--- src/rtl/swap_pkg.sv ---
// Shared encodings for the swap controller / datapath pair.
package swap_pkg;

    localparam logic [1:0] SEL_IDLE    = 2'd0;
    localparam logic [1:0] SEL_SAVE    = 2'd1;
    localparam logic [1:0] SEL_MOVE    = 2'd2;
    localparam logic [1:0] SEL_RESTORE = 2'd3;

    typedef enum logic [1:0] {
        CK_IDLE = 2'd0,
        CK_S1   = 2'd1,
        CK_S2   = 2'd2
    } ck_state_e;

    // True when the controller drives a real step (write with a non-idle select).
    function automatic logic is_step(input logic w, input logic [1:0] sel, input logic [1:0] want);
        return w && (sel == want);
    endfunction

endpackage

--- src/rtl/swap_seq_checker.sv ---
// Observes the sel/w/ld stream and raises a sticky err on any illegal sequence.
// Purely passive: it never gates the datapath writes.
module swap_seq_checker
    import swap_pkg::*;
(
    input  logic       clk,
    input  logic       reset_n,
    input  logic [1:0] sel,
    input  logic       w,
    input  logic       ld,
    output logic       err
);

    ck_state_e state_q, state_d;
    logic      viol;
    logic      err_q, err_d;

    always_comb begin
        state_d = CK_IDLE;
        viol    = 1'b0;

        unique case (state_q)
            CK_IDLE: begin
                if (!w && (sel == SEL_IDLE)) begin
                    state_d = CK_IDLE;
                end else if (is_step(w, sel, SEL_SAVE)) begin
                    state_d = CK_S1;
                end else begin
                    viol = 1'b1;
                end
            end
            CK_S1: begin
                if (is_step(w, sel, SEL_MOVE)) begin
                    state_d = CK_S2;
                end else begin
                    viol = 1'b1;
                end
            end
            CK_S2: begin
                if (is_step(w, sel, SEL_RESTORE)) begin
                    state_d = CK_IDLE;
                end else begin
                    viol = 1'b1;
                end
            end
            default: viol = 1'b1;
        endcase

        // A load colliding with a step is illegal regardless of step legality.
        if (ld && w) begin
            viol = 1'b1;
        end

        // Resynchronise: a save seen during a violation still starts a new sequence.
        if (viol) begin
            state_d = is_step(w, sel, SEL_SAVE) ? CK_S1 : CK_IDLE;
        end

        err_d = err_q | viol;
    end

    always_ff @(posedge clk or negedge reset_n) begin
        if (!reset_n) begin
            state_q <= CK_IDLE;
            err_q   <= 1'b0;
        end else begin
            state_q <= state_d;
            err_q   <= err_d;
        end
    end

    assign err = err_q;

endmodule

--- src/rtl/swap_datapath.sv ---
// A/B/T register bank executing save/move/restore steps, with load port,
// done pulse and wrapping swap counter. Define SWAP_SEQ_CHECK_EN to add the protocol checker.
module swap_datapath
    import swap_pkg::*;
#(
    parameter int unsigned WIDTH = 8,
    parameter int unsigned CNT_W = 4
) (
    input  logic             clk,
    input  logic             reset_n,
    input  logic [1:0]       sel,
    input  logic             w,
    input  logic             ld,
    input  logic [WIDTH-1:0] ld_a,
    input  logic [WIDTH-1:0] ld_b,
    output logic [WIDTH-1:0] a_q,
    output logic [WIDTH-1:0] b_q,
    output logic             done,
    output logic [CNT_W-1:0] swap_cnt,
    output logic             err
);

    logic [WIDTH-1:0] t_q;
    logic [WIDTH-1:0] a_d, b_d, t_d;
    logic [CNT_W-1:0] cnt_d;
    logic             done_d;

    always_comb begin
        a_d    = a_q;
        b_d    = b_q;
        t_d    = t_q;
        cnt_d  = swap_cnt;
        done_d = 1'b0;

        if (w) begin
            // Steps win over loads; sel=0 with w=1 writes nothing.
            case (sel)
                SEL_SAVE:    t_d = a_q;
                SEL_MOVE:    a_d = b_q;
                SEL_RESTORE: begin
                    b_d    = t_q;
                    cnt_d  = swap_cnt + CNT_W'(1);
                    done_d = 1'b1;
                end
                default: ;
            endcase
        end else if (ld) begin
            a_d = ld_a;
            b_d = ld_b;
        end
    end

    always_ff @(posedge clk or negedge reset_n) begin
        if (!reset_n) begin
            a_q      <= '0;
            b_q      <= '0;
            t_q      <= '0;
            swap_cnt <= '0;
            done     <= 1'b0;
        end else begin
            a_q      <= a_d;
            b_q      <= b_d;
            t_q      <= t_d;
            swap_cnt <= cnt_d;
            done     <= done_d;
        end
    end

`ifdef SWAP_SEQ_CHECK_EN
    swap_seq_checker u_checker (
        .clk     (clk),
        .reset_n (reset_n),
        .sel     (sel),
        .w       (w),
        .ld      (ld),
        .err     (err)
    );
`else
    assign err = 1'b0;
`endif

endmodule

--- config.mk ---
export PLATFORM = sky130hd
export DESIGN_NAME = swap_datapath
export DESIGN_NICKNAME = d
export VERILOG_FILES = /design/src/rtl/swap_pkg.sv /design/src/rtl/swap_seq_checker.sv /design/src/rtl/swap_datapath.sv
export SDC_FILE = /design/constraint.sdc
export NUM_CORES = 1
export LEC_CHECK = 0
export CORE_MARGIN = 3
export CORE_UTILIZATION = 45
export DETAILED_ROUTE_END_ITERATION = 16
export PLACE_DENSITY = 0.82
export SLEW_MARGIN = 10
export SYNTH_ARGS = -nofsm -noshare
export SYNTH_HDL_FRONTEND = slang
export SYNTH_SLANG_ARGS = --single-unit
--- constraint.sdc ---
create_clock -name clk -period 1.2 [get_ports clk]
set_input_delay 0.24 -clock clk [delete_from_list [all_inputs] [get_ports clk]]
set_output_delay 0.24 -clock clk [all_outputs]
set_load 0.05 [all_outputs]
* Yosys cells after proc, flatten, opt, wreduce, memory -nomap -nowiden *
Cells that the tools add are included.

operators by class
  order comparisons = 0
  reduce and logical (&&, ||, !) cells = 5
  mux-type cells = 8
  $add $sub $neg = 1
  equality and inequality tests = 5
  bitwise gates (word level) = 0
  divide/modulo/power cells = 0
  multiply operators = 0
  shifts and indexed selects = 0

operator list
  operator                                              number
  two-way mux 8 bit                                     6
  AND reduction 2 bit                                   4
  adder 4 x 1 -> 4 bit (second input constant)          1
  equality test 2 bit (second input constant)           2
  != test 2 x 1 -> 1 bit (second input constant)        2
  equality test 2 x 1 -> 1 bit (second input constant)  1
  two-way mux 1 bit                                     2
  nonzero test 2 bit                                    1

word-level totals
  output and inout bits = 22
  ROM bits = 0
  bits in registers = 29
  bits of input ports = 22
  bits in latches = 0
  RAM bits = 0
  memories = 0

* Logic depth before layout (Yosys ltp) *
Gate-level depths: netlist of run 1.

  word-level depth = 3
  gate-level depth with buffers = 5
  mapped depth without buffers = 4

* Worst setup path before layout of run 1 *
No wires, ideal clock.

  kind = register to register
  from = register b_q[5]
  to = register a_q[5]
  stages on the path, launching flop included = 3
  path slack = -0.049 ns
  required time = 1.075 ns
  library setup time = 0.125 ns
  arrival = 1.124 ns
  cells stage by stage = dfrtp_1 mux2_2 mux2_4

on the way
  word-level cells in the longest chain between the ends = 2

RTL lines
  what                      RTL line             source
  start: declaration        swap_datapath.sv:17  output logic [WIDTH-1:0] b_q,
  start signal: assignment  swap_datapath.sv:56  b_q <= '0;
  start signal: assignment  swap_datapath.sv:62  b_q <= b_d;
  two-way mux 8 bit         swap_datapath.sv:37  case (sel)
  two-way mux 8 bit         swap_datapath.sv:35  if (w) begin
  end signal: assignment    swap_datapath.sv:55  a_q <= '0;
  end signal: assignment    swap_datapath.sv:61  a_q <= a_d;
  end: declaration          swap_datapath.sv:16  output logic [WIDTH-1:0] a_q,

Every way passes these cells. The select of a mux whose other input is x is not followed.
A chain may end at the register's enable or synchronous reset.

* Worst setup path after layout of run 1 *
  from = register b_q[6]
  to = output port b_q[6]

No word-level cell between the ends.

==> results of run 1 <==
-- how the worst max path moves through the flow --
stage	slack, ns	endpoint	cells after the start
2_1_floorplan	0.02	swap_cnt[2]	3
3_3_place_gp	-0.53	a_q[6]	6
3_5_place_dp	-0.58	b_q[3]	5
4_1_cts	0.005	b_q[6]	1
5_1_grt	-0.02	a_q[5]	1
6_report	0.02	b_q[6]	1
-- state kept, by name, summed over array words and instances, names as in the netlist --
register and flops:
t_q 8, b_q 8, a_q 8, done 1, swap_cnt 4
-- placed cells by master (no fill, tap or decap), drive strengths merged, types with 2 or more instances in the layout --
| cell | count |
|---|---|
| clkinv | 2 |
| dlygate4sd2 | 2 |
| dfrtp | 29 |
| xnor2 | 3 |
| buf | 35 |
| nand2 | 6 |
| clkdlybuf4s50 | 18 |
| mux2 | 40 |
| clkbuf | 6 |
-- where the power goes --
| part | leakage (µW) | internal (µW) | switching [µW] |
|---|---|---|---|
| combinational | 0.000653 | 1570 | 1350 |
| sequential | 0.000339 | 1370 | 378 |
| clock | 0.0000320 | 223 | 349 |
| total | 0.00102 | 3160 | 2070 |
-- cells by family after synthesis --
group | synth area share
adder cells (fa/ha/maj) | 0.009139
flip-flops | 0.5302
AND/OR/NAND/NOR | 0.05393
buffers and inverters | 0.02193
AO/OA/AOI/OAI | 0.01189
other | 0.002740
XOR/XNOR | 0.01920
multiplexers | 0.3510
-- final cells by class --
type,instances,share of cell area
inverter,1,0.001659
tap,31,0.01715
clock buffer,6,0.01825
multi-input combinational,56,0.2771
timing repair buffer,57,0.3556
clock inverter,2,0.004425
sequential,29,0.3258
-- layer usage --
layer,track usage,vias to the layer above
li1,-,439
met1,0.2423,483
met2,0.3474,40
met3,0.06918,4
met4,0.04644,0
met5,0,-
-- metrics by stage --
stage / area [µm²] / instances / total power (µW)
4_1_cts: 2240 / 179 / 5220
6_report: 2262 / 182 / 5236
2_1_floorplan: 1379 / 89 / 3031
3_5_place_dp: 2112 / 166 / 4529
5_1_grt: 2262 / 182 / 5452
3_3_place_gp: 2112 / 166 / 4437
-- repair_timing --
action | 4_1_cts | 5_1_grt
gates resized for setup | 8 | 0
setup buffers | 4 | 3
hold buffers | 0 | 0
setup endpoints to repair | 31 | 14
cloned | 1 | 0
==> results list, run 1 <==
- Dividing the detail-routed via count by the number of cells gives ~5.3.
* Length in cells of the worst reg-to-reg path: 2
- Setup skew after layout: roughly 0.0096 ns
- Ports placed on the boundary: 44
- The count of nets left with antenna violations once routing finished came out at 0.
- CP Cell Sequence: buf_12
* Post-route core utilization: 0.7996
- The critical path is of the register to primary output type.
- Top post-synthesis cells by count: sky130_fd_sc_hd__dfrtp_1, sky130_fd_sc_hd__mux2_2, sky130_fd_sc_hd__mux2_1
- Arrival time of the worst setup path: 0.94 ns
- Sum Neg Setup Slack: 0 ns
- Initial antenna violation count: 0
- Before antenna repair, the detailed router went through 4 iterations.
- Level count of the clock H-tree: 2
* Clock latency on the worst-skew pair: 0.33 ns
- The die is between 60 and 70 µm tall.
- By instance count, the leading cell after synthesis is sky130_fd_sc_hd__dfrtp_1.
- Slowest Stage Delay on Critical Path: 0.45 ns
- The max-slew violation count was 0.
* Terminus of the critical flop-to-flop path: b_q[1]
- Dividing the detail-routed wire length by the instance count gives ~18 µm.
- Chip width: about 60 µm
- Portion of the post-synthesis area used by sequential elements: 0.5302
- Count of unresolved DRC violations after routing: 0
* Amount of wire on met2 after detailed routing: approximately 1700 µm
- The first global-routing pass estimated approximately 5300 µm of wire.
* Detailed Place HPWL: about 2300 µm
* Number of buffer and inverter stages on the critical path: 1
- Count of endpoints failing setup in the final report: 0
* Top Metal Used: met4
* Kind of start point of the critical path: register
- Worst Slack Setup Final: 0.01739 ns
- Yosys reg bits: 29
- Across every metal layer, demand over resource in global routing totals 0.2013.
- Run status: complete, no violations
- Port bufs: 42
* Pin count of the biggest net entering global routing: 30
* Critical path startpoint: b_q[6]
- Cell type group with the largest total delay on the critical path: flip-flops
- Final wirelength: 3327 µm
- The tool flagged a number of max-cap violations equal to 0.
- The core region is 0.002829 mm².
- Clock tree from TritonCTS: yes
- Final weighted congestion of routability-driven global placement: slightly below 0.8
- During synthesis, Yosys emitted a total of 0 warnings.
* Sequential cell area in the final layout: between 700 and 800 µm²
* Number of synthesized flops with an enable pin: 0
- At the end of the flow, the number of nets in the layout was 173.
* F_max: 845.6 MHz
- For this design, the sink count on the clock tree is 29.
* Launching point of the worst reg2reg path: t_q[1]
* Largest vdd supply drop: approximately 1.5 mV
- Clock-pin slew was measured on the worst setup and hold paths at 0.10 ns.
* Critical-path maximum fanout: 3
- Yosys mapped the design onto 18 distinct sky130hd cell types.
- Across all register-to-register paths, the minimum setup slack is between 0.1 and 0.15 ns.
- Violation count after the first detailed-routing iteration: 27
* Cell with the largest stage delay on the worst path: sky130_fd_sc_hd__dfrtp_2
* Final hold violations: 0
- Count of vias placed by the detailed router: between 900 and 1000
- Die area: approximately 0.0037 mm²
* Min-Delay Path Class: input port to asynchronous set/reset pin
- Number of global-route vias before repair: 1074
* CTS buffer count: 5
- Yosys attributes the largest share of cell area to sky130_fd_sc_hd__dfrtp_1, sky130_fd_sc_hd__mux2_2, sky130_fd_sc_hd__mux2_1.
- The worst path needs 1.183 ns of the cycle, external delays included.
- The initialized floorplan defines 19 standard-cell rows.
* Worst setup timing slack at the placement stage: -0.5807 ns
- Summed over all nets, wire length on met3 after detailed routing comes to about 210 µm.
* Multi-input gate area: about 630 µm²
* Buffer levels on the longest clock path: 2
- Number of diodes added for antenna fixing: 0
- For this configuration, the core starts out at a cell density of 0.4839.
* Clock root buffer: sky130_fd_sc_hd__clkbuf_4
- Post-Synthesis Net Count: around 110
* Worst hold slack across all endpoints: ~0.26 ns
- For the worst setup path, the data required time is 0.96 ns.
* FILL cells: 162
- Leak pwr: ~0.001 µW
- Setup repair after global routing could not meet its margin everywhere.
- The area growth from synthesis to layout is 65.27%.
- Fraction of registers with async set/reset: 1.000
- Dominant register cell in the synthesized netlist: sky130_fd_sc_hd__dfrtp_1
* Final period util: 0.9855
* Cell taking the most area after synthesis: sky130_fd_sc_hd__dfrtp_1
- Global route overflow: 0
- The synthesized netlist occupies a cell area of around 0.0014 mm².
- Routed metal-1 wire length: roughly 1400 µm
- In the final layout, the share of cells above drive strength 1 is 0.5695.
- Crit path capture type: primary output
* Post-Syn Instances: between 80 and 90
- Power density over the cells: between 2000 and 2500 mW/mm²
- Post-synth top area share: 0.5302
- Each instance of the synthesized netlist takes up on average 15.38 µm².
Note: power is estimated with default switching activity, not from simulation.
==> inputs of run 2 (changes only) <==
- SETUP_SLACK_MARGIN: default -> 0.2
==> run 2 against run 1 <==
  * Cell count increased by 3.3%
  * Count of clock-buffer cells in the layout increased by 2
  * Clock skew fell by 0.0026 ns
  * Sequential cell count did not move
  * Maximum frequency increased by 0.70%
  * Register-to-register slack about the same
  * Critical path depth unchanged
  * Critical path type unchanged
  * Largest power group unchanged
  * Highest routed layer unchanged
==> results list, run 2 (synthesized netlist as in run 1, its figures left out) <==
- Initial cell density of the core: 0.4839 (unchanged)
- CTS buffer count: 5 (unchanged)
- The post-detailed-route via-to-cell ratio was 5.165 (-2.7%).
- The sum of buffers and inverters on the critical path is 1 (unchanged).
* Multi-input gate area: 750.7 µm² (+20%)
- The leftover overflow at the end of global routing was 0 (unchanged).
- The height of the chip was 61.15 µm (unchanged).
- The net switching power came to 2146 µW (+3.5%).
- In the final layout, the registers with the most flip-flops are a_q x8, b_q x8, t_q x8.
- The count of non-filler cells in the finished layout was 188 (+3.3%).
- Part of the total power dissipated in sequential elements: 0.312 (-0.022)
* Wire length of the first global-routing pass: 5271 µm (unchanged)
- Leaving out fill and tap cells, the most frequent cell in the layout is sky130_fd_sc_hd__mux2_4.
- The maximum fanout along the worst path is 3 (unchanged).
* Final period util: 0.9786 (-0.006883)
- The highest ir drop seen on vdd came to 1.859 mV (+28%).
- Port bufs: 42 (unchanged)
- The smallest hold slack came to 0.2632 ns (+0.003280 ns).
- The global-route usage over all layers was 0.2047 (+0.003337).
- The maximum frequency from static timing analysis came to 851.5 MHz (+0.70%).
* Clock root buffer: sky130_fd_sc_hd__clkbuf_4
* Slowest Stage Delay on Critical Path: 0.44 ns (about the same)
- Arrival time of the worst setup path: 0.93 ns (about the same)
- For this design, the slowest cell found on the critical path is sky130_fd_sc_hd__dfrtp_1.
- Kind of start point of the critical path: register
- Leak pwr: 0.001139 µW (+11%)
* Cell-internal power: 3548 µW (+12%)
- Number of global-route vias before repair: 1048 (-2.4%)
* Ports placed on the boundary: 44 (unchanged)
* CTS clock-pin slew for the worst setup and hold paths: 0.09 ns (about the same)
* Final hold violations: 0 (unchanged)
* Cell type group with the largest total delay on the critical path: flip-flops
* Worst Slack Setup Final: 0.02565 ns (+0.008260 ns)
- Number of nets in the layout: 179 (+3.5%)
* Sum Neg Setup Slack: 0 ns (unchanged)
- The clock sink count came to 29 (unchanged).
- The worst setup skew after layout came to 0.006999 ns (-0.002627 ns).
* First drt pass iteration count: 4 (unchanged)
* Count of endpoints failing setup in the final report: 0 (unchanged)
* Chip width: 61.15 µm (unchanged)
- Area of all placed cells without fillers: 0.002421 mm² (+7.0%)
- Crit path capture type: primary output
- The filler cell count came to 130 (-20%).
- Initial antenna violation count: 0 (unchanged)
* Relative area change from synthesis to final layout: 76.87%
- Clock share of power: 0.108 (about the same)
- The estimated wirelength of the detail-placed design is 2189 µm (-5.2%).
- Max-cap viol count: 0 (unchanged)
- The tightest min-delay check is of the input port to asynchronous set/reset pin type.
- The floorplan core area was 0.002829 mm² (unchanged).
- Inst Count DP: 165 (-0.60%)
* Violation count after the first detailed-routing iteration: 9 (-67%)
- The level count of the clock H-tree is 2 (unchanged).
- The required time of the worst setup path was 0.96 ns (about the same).
- The area of all sequential standard cells was 739.5 µm² (+0.34%).
- The largest net degree at the start of global routing came to 30 (unchanged).
- The final weighted congestion of routability-driven global placement was 0.7229 (-8.1%).
- Setup repair after global routing could not meet its margin everywhere.
- The run finished with clean final reports.
- The share of total power consumed by net switching is 0.3769 (-0.01922).
- Cell area after placement: 0.002146 mm² (+1.6%)
- The antenna diode instance count is 0 (unchanged).
* Post-detailed-route count of antenna-violating nets: 0 (unchanged)
- Clock latency on the worst-skew pair: 0.32 ns (about the same)
- Final wirelength: 3314 µm (-0.39%)
- Power density over the cells: 2352 mW/mm² (+1.6%)
- Traced cell by cell, the critical path runs through buf_12.
- The hold buffer count at CTS was 0 (unchanged).
- By startpoint and endpoint, the worst setup path is classified as register to primary output.
- Worst setup timing slack at the placement stage: -0.5748 ns (+0.005949 ns)
* Most frequent cells in the layout: sky130_fd_sc_hd__mux2_4, sky130_fd_sc_hd__buf_12, sky130_fd_sc_hd__dfrtp_1
- The number of buffers on the longest clock path is 2 (unchanged).
* Wire length per cell: 17.63 µm (-3.6%)
- Share of post-route cells with drive strength above 1: 0.6624 (+0.09288)
* Clock tree from TritonCTS: yes
* Die area: 0.003739 mm² (unchanged)
- The routed via count came to 971 (+0.52%).
* Count of unresolved DRC violations after routing: 0 (unchanged)
- Shortest period the worst path allows: 1.174 ns (-0.008260 ns)
- Row count: 19 (unchanged)
* Combinational group share of total power: 0.581 (+0.024)
* Final Max Tran Viols: 0 (unchanged)
-- run 2: cell count changes in the layout (fill, tap and decap cells not counted), moves of 6 or more --
cell                     change
sky130_fd_sc_hd__mux2_2     -18
sky130_fd_sc_hd__mux2_1      -6
sky130_fd_sc_hd__buf_6       +7
sky130_fd_sc_hd__mux2_4     +24
-- run 2: final timing paths --
check | from | to | cells after the start | slack [ns]
max in group asynchronous | reset_n | b_q[3] | 2 | 0.74
worst max-delay path | a_q[5] | a_q[5] | 1 | 0.03
min in group clk | sel[1] | swap_cnt[0] | 4 | 0.40
worst max register to register | b_q[1] | a_q[1] | 2 | 0.12
worst min-delay path | reset_n | a_q[4] | 2 | 0.26
worst min register to register | t_q[3] | t_q[3] | 1 | 0.50
-- run 2: what timing repair did --
action,CTS,global route
gates cloned,1,0
setup buffers,13,1
resized for setup,29,10
hold endpoints to repair,0,0
endpoints found under the setup margin,50,42
pin swaps,2,3
-- run 2: per-layer routing --
layer | part of all wire | GRT usage | vias to the layer above
li1 | - | - | 443
met5 | 0 | 0 | -
met3 | 0.061 | 0.07128 | 4
met4 | 0.016 | 0.07430 | 0
met1 | 0.43 | 0.2725 | 488
met2 | 0.49 | 0.3097 | 36
-- run 2: layout make-up --
class,instances,share of cell area
timing repair buffer,63,0.3426
multi-input combinational,56,0.3101
sequential,29,0.3054
clock buffer,8,0.02429
tap,31,0.01602
inverter,1,0.001550
-- run 2: metrics by stage --
stage | power [µW] | util
after floorplan | 3129 | -
after global placement | 4523 | 0.7585
after detailed placement | 4596 | 0.7585
after CTS | 5604 | 0.8430
after global routing | 5958 | 0.8558
final | 5693 | 0.8558
-- run 2: power by group through the flow --
stage / Combinational (µW) / Clock [µW] / Sequential, µW
after detailed placement: 2760 / 0 / 1830
after CTS: 3210 / 628 / 1760
after global routing: 3460 / 677 / 1830
after global placement: 2720 / 0 / 1810
final: 3310 / 613 / 1770
after floorplan: 612 / 0 / 2520
